`config.mk`:
```
export PLATFORM = sky130hd
export DESIGN_NAME = pong_game_ctrl_flat
export DESIGN_NICKNAME = d
export VERILOG_FILES = /design/src/rtl/pong_pkg.sv /design/src/rtl/pong_game_ctrl_if.sv /design/src/rtl/pong_edge_detect.sv /design/src/rtl/pong_game_ctrl.sv /design/src/flat_wrapper.sv
export SDC_FILE = /design/constraint.sdc
export NUM_CORES = 1
export LEC_CHECK = 0
export CORE_MARGIN = 5
export CORE_UTILIZATION = 30
export DETAILED_ROUTE_END_ITERATION = 8
export DONT_BUFFER_PORTS = 1
export HOLD_SLACK_MARGIN = 0.1
export PLACE_DENSITY_LB_ADDON = 0.25
export RECOVER_POWER = 50
export REMOVE_ABC_BUFFERS = 1
export SYNTH_ARGS = -nofsm -noshare
export SYNTH_HDL_FRONTEND = slang
export SYNTH_SLANG_ARGS = --single-unit
export TNS_END_PERCENT = 10
```
`constraint.sdc`:
```
create_clock -name clock -period 2.02 [get_ports clock]
set_input_delay 0.606 -clock clock [delete_from_list [all_inputs] [get_ports clock]]
set_output_delay 0.606 -clock clock [all_outputs]
set_load 0.02 [all_outputs]
```
`src/rtl/pong_pkg.sv`:
```
// pong_pkg: state encoding, score/frame widths and saturating score increment for the pong controller
package pong_pkg;
  localparam int SCORE_W = 4;
  localparam int FRAME_W = 8;
  typedef enum logic [2:0] {
    IDLE      = 3'd0,
    SERVE     = 3'd1,
    PLAY      = 3'd2,
    PAUSE     = 3'd3,
    POINT     = 3'd4,
    GAME_OVER = 3'd5
  } state_t;
  function automatic logic [SCORE_W-1:0] sat_inc(input logic [SCORE_W-1:0] s, input logic [SCORE_W-1:0] lim);
    return (s >= lim) ? s : s + SCORE_W'(1);
  endfunction
endpackage

```
`src/rtl/pong_game_ctrl_if.sv`:
```
// pong_game_ctrl_if: game-controller bus; master drives frame_tick/start_btn/pause_btn/miss_left/miss_right, slave drives state/ball_reset/ball_enable/paddle_enable/serve_dir/score_left/score_right/game_over/winner
interface pong_game_ctrl_if;
  import pong_pkg::*;
  logic               frame_tick;
  logic               start_btn;
  logic               pause_btn;
  logic               miss_left;
  logic               miss_right;
  logic [2:0]         state;
  logic               ball_reset;
  logic               ball_enable;
  logic               paddle_enable;
  logic               serve_dir;
  logic [SCORE_W-1:0] score_left;
  logic [SCORE_W-1:0] score_right;
  logic               game_over;
  logic               winner;
  modport master (
    output frame_tick, start_btn, pause_btn, miss_left, miss_right,
    input  state, ball_reset, ball_enable, paddle_enable, serve_dir, score_left, score_right, game_over, winner
  );
  modport slave (
    input  frame_tick, start_btn, pause_btn, miss_left, miss_right,
    output state, ball_reset, ball_enable, paddle_enable, serve_dir, score_left, score_right, game_over, winner
  );
endinterface

```
`src/rtl/pong_edge_detect.sv`:
```
// pong_edge_detect: registered rising-edge pulse; ports clock, reset, d (raw level), pulse (one cycle, one clock after the edge)
module pong_edge_detect (
  input  logic clock,
  input  logic reset,
  input  logic d,
  output logic pulse
);
  logic prev;
  always_ff @(posedge clock) begin
    if (reset) begin
      prev  <= 1'b0;
      pulse <= 1'b0;
    end else begin
      prev  <= d;
      pulse <= d & ~prev;
    end
  end
endmodule

```
`src/rtl/pong_game_ctrl.sv`:
```
// pong_game_ctrl: pong game FSM (serve/play/pause/point/game-over, scoring); ports clock, reset, bus (pong_game_ctrl_if.slave)
module pong_game_ctrl
  import pong_pkg::*;
#(
  parameter int WIN_SCORE    = 7,
  parameter int SERVE_FRAMES = 60,
  parameter int POINT_FRAMES = 30
) (
  input  logic             clock,
  input  logic             reset,
  pong_game_ctrl_if.slave  bus
);
  localparam logic [SCORE_W-1:0] WIN = SCORE_W'(WIN_SCORE);
  state_t             st, st_n;
  logic [FRAME_W-1:0] cnt, cnt_n;
  logic [SCORE_W-1:0] sl, sl_n, sr, sr_n;
  logic               dir, dir_n, win, win_n;
  logic               start_p, pause_p, expire;
  pong_edge_detect u_start (.clock(clock), .reset(reset), .d(bus.start_btn), .pulse(start_p));
  pong_edge_detect u_pause (.clock(clock), .reset(reset), .d(bus.pause_btn), .pulse(pause_p));
  assign expire = bus.frame_tick && cnt <= FRAME_W'(1);
  always_ff @(posedge clock) begin
    if (reset) begin
      st  <= IDLE;
      cnt <= '0;
      sl  <= '0;
      sr  <= '0;
      dir <= 1'b1;
      win <= 1'b0;
    end else begin
      st  <= st_n;
      cnt <= cnt_n;
      sl  <= sl_n;
      sr  <= sr_n;
      dir <= dir_n;
      win <= win_n;
    end
  end
  always_comb begin
    st_n  = st;
    sl_n  = sl;
    sr_n  = sr;
    dir_n = dir;
    win_n = win;
    cnt_n = (bus.frame_tick && cnt != '0) ? cnt - FRAME_W'(1) : cnt;
    case (st)
      IDLE: if (start_p) begin
        st_n  = SERVE;
        sl_n  = '0;
        sr_n  = '0;
        dir_n = 1'b1;
      end
      SERVE: st_n = expire ? PLAY : SERVE;
      PLAY: if (bus.miss_left) begin
        st_n  = POINT;
        sr_n  = sat_inc(sr, WIN);
        dir_n = 1'b0;
      end else if (bus.miss_right) begin
        st_n  = POINT;
        sl_n  = sat_inc(sl, WIN);
        dir_n = 1'b1;
      end else if (pause_p) st_n = PAUSE;
      PAUSE: st_n = pause_p ? PLAY : PAUSE;
      POINT: if (expire) begin
        st_n  = (sl == WIN || sr == WIN) ? GAME_OVER : SERVE;
        win_n = (sl == WIN || sr == WIN) ? (sr == WIN) : win;
      end
      GAME_OVER: st_n = start_p ? IDLE : GAME_OVER;
      default: st_n = IDLE;
    endcase
    if (st_n != st) cnt_n = (st_n == SERVE) ? FRAME_W'(SERVE_FRAMES) : (st_n == POINT) ? FRAME_W'(POINT_FRAMES) : '0;
  end
  // Decoded outputs follow the state register, so they lag each transition by one clock.
  always_ff @(posedge clock) begin
    if (reset) begin
      bus.ball_reset    <= 1'b1;
      bus.ball_enable   <= 1'b0;
      bus.paddle_enable <= 1'b0;
      bus.game_over     <= 1'b0;
    end else begin
      bus.ball_reset    <= st == IDLE || st == SERVE || st == POINT || st == GAME_OVER;
      bus.ball_enable   <= st == PLAY;
      bus.paddle_enable <= st == SERVE || st == PLAY;
      bus.game_over     <= st == GAME_OVER;
    end
  end
  assign bus.state       = st;
  assign bus.score_left  = sl;
  assign bus.score_right = sr;
  assign bus.serve_dir   = dir;
  assign bus.winner      = win;
endmodule

```
`src/flat_wrapper.sv`:
```
// flat-port wrapper written by rule: the top's interface ports become plain ports
module pong_game_ctrl_flat import pong_pkg::*;
#(
  parameter int WIN_SCORE    = 7,
  parameter int SERVE_FRAMES = 60,
  parameter int POINT_FRAMES = 30
)
  (clock, reset, bus_frame_tick, bus_start_btn, bus_pause_btn, bus_miss_left, bus_miss_right, bus_state, bus_ball_reset, bus_ball_enable, bus_paddle_enable, bus_serve_dir, bus_score_left, bus_score_right, bus_game_over, bus_winner);
  pong_game_ctrl_if bus_i ();
  input  logic clock;
  input  logic reset;
  input wire logic [$bits(bus_i.frame_tick)-1:0] bus_frame_tick;
  input wire logic [$bits(bus_i.start_btn)-1:0] bus_start_btn;
  input wire logic [$bits(bus_i.pause_btn)-1:0] bus_pause_btn;
  input wire logic [$bits(bus_i.miss_left)-1:0] bus_miss_left;
  input wire logic [$bits(bus_i.miss_right)-1:0] bus_miss_right;
  output wire logic [$bits(bus_i.state)-1:0] bus_state;
  output wire logic [$bits(bus_i.ball_reset)-1:0] bus_ball_reset;
  output wire logic [$bits(bus_i.ball_enable)-1:0] bus_ball_enable;
  output wire logic [$bits(bus_i.paddle_enable)-1:0] bus_paddle_enable;
  output wire logic [$bits(bus_i.serve_dir)-1:0] bus_serve_dir;
  output wire logic [$bits(bus_i.score_left)-1:0] bus_score_left;
  output wire logic [$bits(bus_i.score_right)-1:0] bus_score_right;
  output wire logic [$bits(bus_i.game_over)-1:0] bus_game_over;
  output wire logic [$bits(bus_i.winner)-1:0] bus_winner;
  assign bus_i.frame_tick = bus_frame_tick;
  assign bus_i.start_btn = bus_start_btn;
  assign bus_i.pause_btn = bus_pause_btn;
  assign bus_i.miss_left = bus_miss_left;
  assign bus_i.miss_right = bus_miss_right;
  assign bus_state = bus_i.state;
  assign bus_ball_reset = bus_i.ball_reset;
  assign bus_ball_enable = bus_i.ball_enable;
  assign bus_paddle_enable = bus_i.paddle_enable;
  assign bus_serve_dir = bus_i.serve_dir;
  assign bus_score_left = bus_i.score_left;
  assign bus_score_right = bus_i.score_right;
  assign bus_game_over = bus_i.game_over;
  assign bus_winner = bus_i.winner;
  pong_game_ctrl #(.WIN_SCORE(WIN_SCORE), .SERVE_FRAMES(SERVE_FRAMES), .POINT_FRAMES(POINT_FRAMES)) u_core (.clock(clock), .reset(reset), .bus(bus_i));
endmodule
```
## Word-level counts from Yosys, hierarchy flattened

Cells that the tools add are included.

| word-level totals | value |
|---|---|
| bits in registers | 29 |
| bits of input ports | 7 |
| output and inout bits | 17 |
| word-level logic and storage cells | 82 |

| operators by class | value |
|---|---|
| $add $sub $neg | 3 |
| magnitude comparators | 3 |
| eq/ne operators | 17 |
| multiplexer cells | 26 |
| bitwise operators | 4 |
| reductions and logical operators | 15 |

Operators with widths:

| kind | count |
|---|---|
| $mux 4 | 6 |
| $mux 8 | 3 |
| $mux 3 | 7 |
| $pmux 3 s6 | 1 |
| $pmux 4 s2 | 2 |
| $ne 2x2->1 const B | 6 |
| $eq 3x3->1 const B | 3 |
| $add 4x1->4 const B | 2 |
| $eq 4x3->1 const B | 2 |
| $ge 4x3->1 const B | 2 |
| $le 8x1->1 const B | 1 |
| $reduce_bool 8->1 | 1 |
| $sub 8x1->8 const B | 1 |
| $eq 3x1->1 const B | 2 |
| $eq 3x2->1 const B | 2 |
| $reduce_and 3->1 | 2 |
| $logic_or 1x1->1 | 5 |
| $mux 5 | 1 |
| $reduce_and 5->1 | 1 |
| $mux 1 | 4 |
| $reduce_and 4->1 | 1 |
| $reduce_bool 2->1 | 2 |
| $logic_not 3->1 | 1 |
| $ne 3x3->1 | 1 |
| 6 further kinds | 9 |

## Depth between registers and ports, before layout

| logic depth | value |
|---|---|
| depth in word-level cells | 9 |
| gate-level depth with buffers | 8 |
| gate-level depth less buffers | 8 |

## By module

From an unflattened synthesis, not the netlist that was laid out.

| second synthesis, totals | value |
|---|---|
| cells, all modules | 175 |
| area, all modules | 1550.2 um2 |

Modules (own cells, without submodules):

| module | instances | cells each | area an instance (um2) | sequential area each (um2) |
|---|---|---|---|---|
| pong_game_ctrl | 1 | 167 | 1432.6 | 500.5 |
| pong_edge_detect | 2 | 4 | 58.8 | 40.0 |

## Worst setup path after synthesis

No wires, ideal clock.

| timing path | value |
|---|---|
| path kind | reg-to-reg |
| start | reg u_core.cnt[0] |
| end | reg u_core.cnt[5] |
| setup time | 128 ps |
| arrival | 1655 ps |
| required time | 1892 ps |
| path slack | 238 ps |
| stages on the path, launching flop included | 9 |
| path buffers | 0 |
| clock period less this slack | 1782 ps |
| path through | dfxtp_1 > inv_1 > ha_1 > or3b_4 > o31a_4 > nand3_2 > xnor2_1 > a32oi_1 > nor2_1 |

| on the way | value |
|---|---|
| longest elaborated chain between the ends | 7 |
| elaborated cells between the ends (all ways) | 14 |
| classes of those cells | 1 x add/sub; 1 x order compare; 2 x eq/ne; 6 x mux; 4 x reduce/logical |

Ends and longest elaborated chain:

| what | RTL line | source |
|---|---|---|
| from (decl) | pong_game_ctrl.sv:15 | `logic [FRAME_W-1:0] cnt, cnt_n;` |
| from (signal assigned) | pong_game_ctrl.sv:32 | `cnt <= cnt_n;` |
| $le 8x1->1 | pong_game_ctrl.sv:21 | `assign expire = bus.frame_tick && cnt <= FRAME_W'(1);` |
| $logic_and 1x1->1 | pong_game_ctrl.sv:21 |  |
| $mux 3 or $mux 2 (tied branches) | pong_game_ctrl.sv:64, pong_game_ctrl.sv:53 |  |
| $pmux 3 s6 | pong_game_ctrl.sv:46 | `case (st)` |
| $eq 3x1->1 | pong_game_ctrl.sv:71 | `if (st_n != st) cnt_n = (st_n == SERVE) ? FRAME_W'(SERVE_FRAMES) : (st_n == POINT) ? FRAME_W'(POINT_FRAMES) : ...` |
| $mux 8 (2 in a row) | pong_game_ctrl.sv:71 |  |

Parallel ways exist; a longest one is shown, timed or not. The select of a mux whose other input is x is not followed.
A chain may end at the register's enable or synchronous reset.

## Worst setup path after layout

| timing path | value |
|---|---|
| start | reg u_core.cnt[1] |
| end | reg u_core.cnt[5] |

The elaborated chain is that of the path after synthesis.

==> impl_metrics.tcl <==
set metrics [dict create \
    maxSlewHeadroom_pct 72.39 \
    use_met3_pct 4.933 \
    crit_fanout 6 \
    p_int_w 0.001229 \
    power_w 0.001889 \
    diodes 0 \
    max_freq_ghz 0.5239 \
    vias 1241 \
    areaGrowthSynthToFinish_pct 15.98 \
    drive_above_1_share_pct 15.34 \
    synth-seq-cells 29 \
    vdd_drop_max_mv 0.3010 \
    grt_max_degree 19 \
    p_leak_nw 0.5996 \
    rsz0062_at_grt "no" \
    cts_root_buf "clkbuf_8" \
    antenna_found_initial 0 \
    power_frac_seq_pct 38.6 \
    via_per_inst 5.107 \
    firstDrtPassIters 4 \
    drtIter0Drc 25 \
    rows 25 \
    synth-edff-count 0 \
    cp_data_arrival_time_ns 2.07 \
    fp.dieW_um 80.24 \
    wl_per_cell_um 13.57 \
    combPwrFrac_pct 37.0 \
    start_util_pct 31.13 \
    async_flop_share_pct 0 \
    overflow 0 \
    grt_usage_pct 11.20 \
    numCtsBuffers 5 \
    crit_type "register to register" \
    ys_types 48 \
    floorplan.die.height_um 80.24 \
    post_cts_resized 0 \
    tritoncts "built" \
    grt-busiest-layer "met2" \
    p_per_area_nw_per_um2 1101 \
    slew_violations 0 \
    cp-start-kind "register" \
    period_minus_slack_ns 1.909 \
    hold_buffers 0 \
    syn_inst 168 \
    dp_hpwl_um 2533 \
    syn_area_sq_um 1480 \
    met1_usage_pct 12.14 \
    cap_violations 0 \
    cts_setup_buffers 0 \
    nNetsFinal 187 \
    setup_viol 0 \
    yosysSeqAreaShare_pct 39.22 \
    p_sw_w 0.0006606 \
    grt_pass1_wl_um 5602 \
    clock_path_buffers 2 \
    cts.sink_count 29 \
    grt_pass1_vias 1216 \
    gp_congestion 0.8019 \
    finClkSkew_ns 0.005877 \
    synth_area_per_cell_sq_um 8.811 \
    io_buffers 0 \
    crit_required_ns 2.18 \
    crit_path_end_kind "register" \
    core_sq_um 4755 \
    finalHoldViolCount 0 \
    tns_ns 0 \
    route.detailed.drc 0 \
    worstHoldPathType "register to register" \
    holdWs_ns 0.3814 \
    cts_htree_levels 2 \
    tightest_slew_ns 0.4126 \
    path_clk_slew_ns 0.06 \
    totalWireLength_um 3298 \
    ant_nets 0 \
    status "completed" \
    period_share_pct 94.49 \
    insertion_delay_ns 0.27 \
    swShare_pct 34.96 \
    clockPowerShare_pct 24.4 \
    synthFlopType "dfxtp_1" \
    dieArea_sq_um 6438 \
    yosys_warnings 0 \
    met2_usage_pct 18.54 \
    ios 24 \
]
## per-stage QoR
| stage | worst slack, ns | instance area [sq um] | cells | util [%] |
|---|---|---|---|---|
| 4_1_cts | 0.05462 | 1677 | 243 | 35.26 |
| 3_5_place_dp | 0.0009475 | 1590 | 236 | 33.45 |
| 3_3_place_gp | 0.02055 | 1590 | 236 | 33.45 |
| 2_1_floorplan | 0.1866 | 1446 | 161 | - |
| 6_report | 0.1113 | 1717 | 243 | 36.11 |
| 5_1_grt | 0.009437 | 1717 | 243 | 36.11 |
## cell usage in the layout (no fill, tap or decap), drive strengths merged, types with 2 or more instances in the layout
cell | Yosys | layout
dfxtp | 29 | 29
nor2 | 25 | 25
a21oi | 12 | 12
clkbuf | 3 | 10
nor2b | 9 | 9
nor3 | 7 | 7
o21ai | 7 | 7
nand2 | 6 | 6
xnor2 | 5 | 5
buf | 4 | 5
a211oi | 5 | 5
inv | 4 | 4
nand2b | 4 | 4
or3b | 4 | 4
nand3 | 4 | 4
ha | 4 | 4
a41oi | 3 | 3
o31a | 3 | 3
o211ai | 3 | 3
or3 | 2 | 2
nor3b | 2 | 2
nor4bb | 2 | 2
nand3b | 2 | 2
o31ai | 2 | 2
o2111ai | 2 | 2
nor4 | 2 | 2
## path summary, 6_finish.rpt
check	startpoint	end	slack (ns)	cells past startpoint
setup / recovery	u_core.cnt[1]$_SDFFE_PP0P_	u_core.cnt[5]$_SDFFE_PP0P_	0.11	8
hold / removal	u_core.u_pause.prev$_SDFF_PP0_	u_core.u_pause.pulse$_SDFF_PP0_	0.38	1
setup reg to reg	u_core.cnt[1]$_SDFFE_PP0P_	u_core.cnt[5]$_SDFFE_PP0P_	0.11	8
hold reg to reg	u_core.u_pause.prev$_SDFF_PP0_	u_core.u_pause.pulse$_SDFF_PP0_	0.38	1
## state kept, by name, summed over array words and instances, names as in the netlist, 3 cells and up
register and cells:
u_core.bus.state 3, u_core.bus.score_right 4, u_core.cnt 8, u_core.bus.score_left 4
## logic make-up (layout without fill, tap and decap cells)
kind of cell / after synthesis / in the layout / synth area share [%]
AND/OR/NAND/NOR: 75 / 75 / 28.06
AO/OA/AOI/OAI: 43 / 43 / 22.40
flip-flops: 29 / 29 / 39.22
buffers and inverters: 11 / 19 / 3.296
XOR/XNOR: 5 / 5 / 2.958
adder cells (fa/ha/maj): 4 / 4 / 3.381
multiplexers: 1 / 1 / 0.6763
## Yosys cell counts (4+ instances only)
library cell	number	area share [%]
nand2_1	6	1.5
nor2_1	25	6.3
nor3_1	7	2.4
ha_1	4	3.4
dfxtp_1	29	39
nand2b_1	4	1.7
o21ai_0	5	1.7
xnor2_1	5	3.0
a21oi_1	10	3.4
nor2b_1	9	3.8
inv_1	4	1.0
## final cells by class
type	count	area (sq um)
inverters	4	15.01
multi-input cells	128	902.1
well taps	67	83.83
clock buffers	7	86.33
repair buffers	8	48.80
flip-flops and latches	29	580.6
fillers	529	3038
## layer usage
layer	up-vias	share of wire, %
met3	4	6.9
met2	26	48
met4	0	1.3
met5	-	0
li1	621	-
met1	590	43
## power groups by stage
stage / clock [W] / combinational (W) / sequential [W]
after floorplan: 0 / 0.000485 / 0.000740
after global placement: 0 / 0.000635 / 0.000739
after detailed placement: 0 / 0.000628 / 0.000737
after CTS: 0.000484 / 0.000633 / 0.000725
after global routing: 0.000516 / 0.000769 / 0.000744
final: 0.000461 / 0.000699 / 0.000729
## worst max-delay path, stage by stage (launching register included)
cell and delay, ns:
dfxtp_1 0.33, inv_1 0.12, ha_4 0.19, or3b_4 0.42, o31a_4 0.33, nand3_2 0.10
xnor2_1 0.08, a32oi_1 0.16, nor2_1 0.06
Power figures use the tool's default switching activity.
